===== src/rtl/memory_sequencer.sv =====
// Sequences instruction fetch, optional load/store and a one-cycle commit strobe
// over a single shared variable-latency memory bus.
module memory_sequencer #(
   parameter int unsigned TIMEOUT_CYCLES = 255,
   parameter logic [31:0] NOP_INST       = 32'h00000013
) (
   input  logic        clock_i,
   input  logic        reset_i,
   input  logic [31:0] pc_i,
   input  logic [31:0] data_mem_address_i,
   input  logic [31:0] data_mem_write_data_i,
   input  logic [2:0]  data_mem_format_i,
   input  logic        mem_read_i,
   input  logic        mem_write_i,
   output logic [31:0] inst_o,
   output logic [31:0] data_mem_data_fetched_o,
   output logic        commit_o,
   output logic        bus_req_o,
   output logic        bus_write_o,
   output logic [31:0] bus_address_o,
   output logic [31:0] bus_write_data_o,
   output logic [2:0]  bus_format_o,
   input  logic        bus_ready_i,
   input  logic [31:0] bus_read_data_i,
   output logic        bus_error_o
);

   localparam int unsigned CntW = (TIMEOUT_CYCLES > 0) ? $clog2(TIMEOUT_CYCLES + 1) : 1;

   typedef enum logic [2:0] {StFetch, StExec, StData, StCommit, StHalt} state_e;

   state_e          state_q, state_d;
   logic [CntW-1:0] cnt_q, cnt_d;
   logic [31:0]     inst_q, inst_d;
   logic [31:0]     rdata_q, rdata_d;
   logic            timeout;

   always_ff @(posedge clock_i or posedge reset_i) begin
      if (reset_i) begin
         state_q <= StFetch;
         cnt_q   <= '0;
         inst_q  <= NOP_INST;
         rdata_q <= '0;
      end else begin
         state_q <= state_d;
         cnt_q   <= cnt_d;
         inst_q  <= inst_d;
         rdata_q <= rdata_d;
      end
   end

   always_comb begin
      state_d          = state_q;
      cnt_d            = '0;
      inst_d           = inst_q;
      rdata_d          = rdata_q;
      bus_req_o        = 1'b0;
      bus_write_o      = 1'b0;
      bus_address_o    = pc_i;
      bus_write_data_o = data_mem_write_data_i;
      bus_format_o     = 3'b010;
      commit_o         = 1'b0;
      bus_error_o      = 1'b0;
      // The cycle that would bring the wait count up to TIMEOUT_CYCLES halts instead.
      timeout          = (TIMEOUT_CYCLES != 0) && (cnt_q == CntW'(TIMEOUT_CYCLES - 1));

      unique case (state_q)
         StFetch: begin
            bus_req_o = 1'b1;
            if (bus_ready_i) begin
               inst_d  = bus_read_data_i;
               state_d = StExec;
            end else if (timeout) begin
               state_d = StHalt;
            end else begin
               cnt_d = cnt_q + 1'b1;
            end
         end
         StExec: begin
            state_d = (mem_read_i || mem_write_i) ? StData : StCommit;
         end
         StData: begin
            bus_req_o     = 1'b1;
            bus_write_o   = mem_write_i;
            bus_address_o = data_mem_address_i;
            bus_format_o  = data_mem_format_i;
            if (bus_ready_i) begin
               // A simultaneous read+write request is a store; the load register holds.
               if (mem_read_i && !mem_write_i) rdata_d = bus_read_data_i;
               state_d = StCommit;
            end else if (timeout) begin
               state_d = StHalt;
            end else begin
               cnt_d = cnt_q + 1'b1;
            end
         end
         StCommit: begin
            commit_o = 1'b1;
            state_d  = StFetch;
         end
         StHalt: begin
            bus_error_o = 1'b1;
         end
         default: begin
            state_d = StFetch;
         end
      endcase

      if (reset_i) begin
         bus_req_o   = 1'b0;
         bus_write_o = 1'b0;
      end
   end

   assign inst_o                  = inst_q;
   assign data_mem_data_fetched_o = rdata_q;

endmodule


===== config.mk =====
export PLATFORM = sky130hd
export DESIGN_NAME = memory_sequencer
export DESIGN_NICKNAME = d
export VERILOG_FILES = /design/src/rtl/memory_sequencer.sv
export SDC_FILE = /design/constraint.sdc
export NUM_CORES = 1
export LEC_CHECK = 0
export BUFFER_PORTS_ARGS = -buffer_cell sky130_fd_sc_hd__buf_2
export CELL_PAD_IN_SITES_DETAIL_PLACEMENT = 0
export CELL_PAD_IN_SITES_GLOBAL_PLACEMENT = 1
export CORE_MARGIN = 2
export CORE_UTILIZATION = 26
export DETAILED_ROUTE_END_ITERATION = 7
export MAX_ROUTING_LAYER = met4
export PLACE_DENSITY = 0.77
export SYNTH_ARGS = -nofsm -noshare
export SYNTH_HDL_FRONTEND = slang
export SYNTH_SLANG_ARGS = --single-unit

===== constraint.sdc =====
create_clock -name clock_i -period 3.39 [get_ports clock_i]
set_input_delay 0.5085 -clock clock_i [delete_from_list [all_inputs] [get_ports clock_i]]
set_output_delay 0.5085 -clock clock_i [all_outputs]
set_load 0.01 [all_outputs]

==> metrics.csv <==
metric,value,unit
critical_path_class,reg -> out,
report.final.slew_viol_count,0,
critPathArrivalTime,1.98,ns
r2r_cells,4,
fillers,1448,
synth_ff_type,dfrtp_1,
synth_area,3800,µm²
clockBufferDepth,2,
final_cells,633,
clock_sinks,75,
antenna_found_initial,1,
ys_top_cells_by_count,"72 x dfrtp_1, 64 x mux2_2, 37 x buf_4",
synth_top_cell_area_share,47.4,%
ys_seq_area_share,49.5,%
reg2reg_slack,1.32,ns
worst_ep_required_time,2.88,ns
outcome,completed,
top_usage_layer,met2,
routabilityCongestion,0.827,
vias,2766,
use_met1,15.5,%
leakagePower,0.00256,µW
synth_top_cell_by_area,dfrtp_1,
grt_pass1_wl,16.0,mm
clock-root-buffer,clkbuf_16,
synth_area_leaders,"dfrtp_1 47%, mux2_2 19%, mux2_4 12%",
grt_pass1_vias,2882,
cts_setup_buffers,0,
cts-resized-gates,0,
drt_iter0_markers,43,
io_pins,271,
synth.distinct_cells,37,
ys_ff_latch,75,
cts_hold_buf,0,
start_util,26.3,%
synth_edf_count,0,
wire_per_inst,16.4,µm
hold_viol_final,0,
clk_pin_slew,0.06,ns
power,4140,µW
syn-num-nets,405,
crit_path_max_fanout,36,
hold_class,in -> async,
fin_nets,582,
ys_async_sr_fraction,100,%
yosys_warnings,0,
use_met3,3.61,%
multiInputGateArea,1540,µm²
port_buffers,206,
synth.most_common_cell,dfrtp_1,
dr.pass1.iters,4,
avgSynthCellArea,14.2,µm²
cts_tree,done,
postRouteAntennaNets,0,
syn2layout_area_growth,32.7,%
remaining_drc_errors,0,
pwr_density_cell,821,nW/µm²
cts_buffers,9,
track_usage,13.6,%
met2_usage,23.3,%
vias_per_cell,4.37,
crit_path_end_kind,primary output,
die_area,15600,µm²
place_hpwl,8.43,mm
drt-total-wl,10.4,mm
register_area,1880,µm²
h-tree-depth,3,
startpoint_type,flip-flop,
fin_ws,0.899,ns
dp_cells,617,
whs,0.250,ns
grt_max_degree,51,
fin_tns_setup,0,ns
pre_cts_slack,1.18,ns
overflow,0,
setup_viol_count_final,0,
period_minus_slack,2.49,ns
drv_cap,0,
finalCritPeriodShare,73.5,%
core,14400,µm²
insertion_delay,0.32,ns
fp-row-count,44,
die_h,125,µm
fp.dieW,125,µm
slew_headroom,57.6,%
drive_gt1_share,73.7,%
fmaxAchievable,401,MHz
irDropWorstVdd,0.220,mV
worst_slew_pin_slew,0.636,ns
syn_inst,267,
skew,0.00553,ns
rsz0062_at_grt,false,
## logic make-up (layout without fill, tap and decap cells)
family	count (synthesis)	after routing	synth area share, %
AOI/OAI and AO/OA	14	14	2.27
xor gates and xnor gates	2	2	0.461
adders and majority gates	2	2	0.659
buffers and inverters	47	228	10.2
DFF	75	75	49.5
muxes	96	96	31.4
other	0	1	0
and+or+nand+nor	31	31	5.50
## cell usage in the layout (no fill, tap or decap), types with 4 or more instances in the layout
cell	netlist	final
a21oi_1	5	5
buf_2	0	206
buf_4	37	4
clkbuf_16	0	9
dfrtp_1	72	72
mux2_2	64	64
mux2_4	30	30
nor2_1	5	5
## critical path, stage by stage (launching register included)
cell and delay (ns):
dfrtp_1 0.48, nor3b_2 0.24, buf_4 0.40, mux2_2 0.39, buf_2 0.14
## routing by layer
layer	share of wire, %	up-vias
met5	0	-
met4	0.98	0
met3	7.5	12
met2	53	162
met1	39	1326
li1	-	1266
## stage by stage
step / util [%] / area [µm²]
6_report: 34.9 / 5040
5_1_grt: 34.9 / 5040
4_1_cts: 34.9 / 5040
3_5_place_dp: 32.7 / 4720
3_3_place_gp: 32.7 / 4720
2_1_floorplan: - / 3800
## state kept, by name, summed over array words and instances, names as in the netlist
name and count:
inst_o 32, cnt_q 8, state_q 3, data_mem_data_fetched_o 32
## layout make-up
class	instances	share of cell area (%)
Multi-Input combinational cell	145	30.5
Clock inverter	5	1.54
Antenna cell	1	0.0496
Sequential cell	75	37.3
Inverter	3	0.223
Tap cell	184	4.57
Clock buffer	10	4.74
Timing Repair Buffer	210	21.0
## where the power goes
group	switching, µW	internal, µW
logic	698	905
registers	218	1300
clock network	356	657
## final timing paths
path                                     start                     endpoint
max                                 state_q[1]             bus_address_o[8]
min                                    reset_i                   state_q[0]
max reg2reg                         state_q[0]  data_mem_data_fetched_o[18]
min reg2reg                         inst_o[24]                   inst_o[24]
max in group asynchronous              reset_i                    inst_o[7]
min in group clock_i       bus_read_data_i[23]  data_mem_data_fetched_o[23]
(Power assumes the default switching activity.)
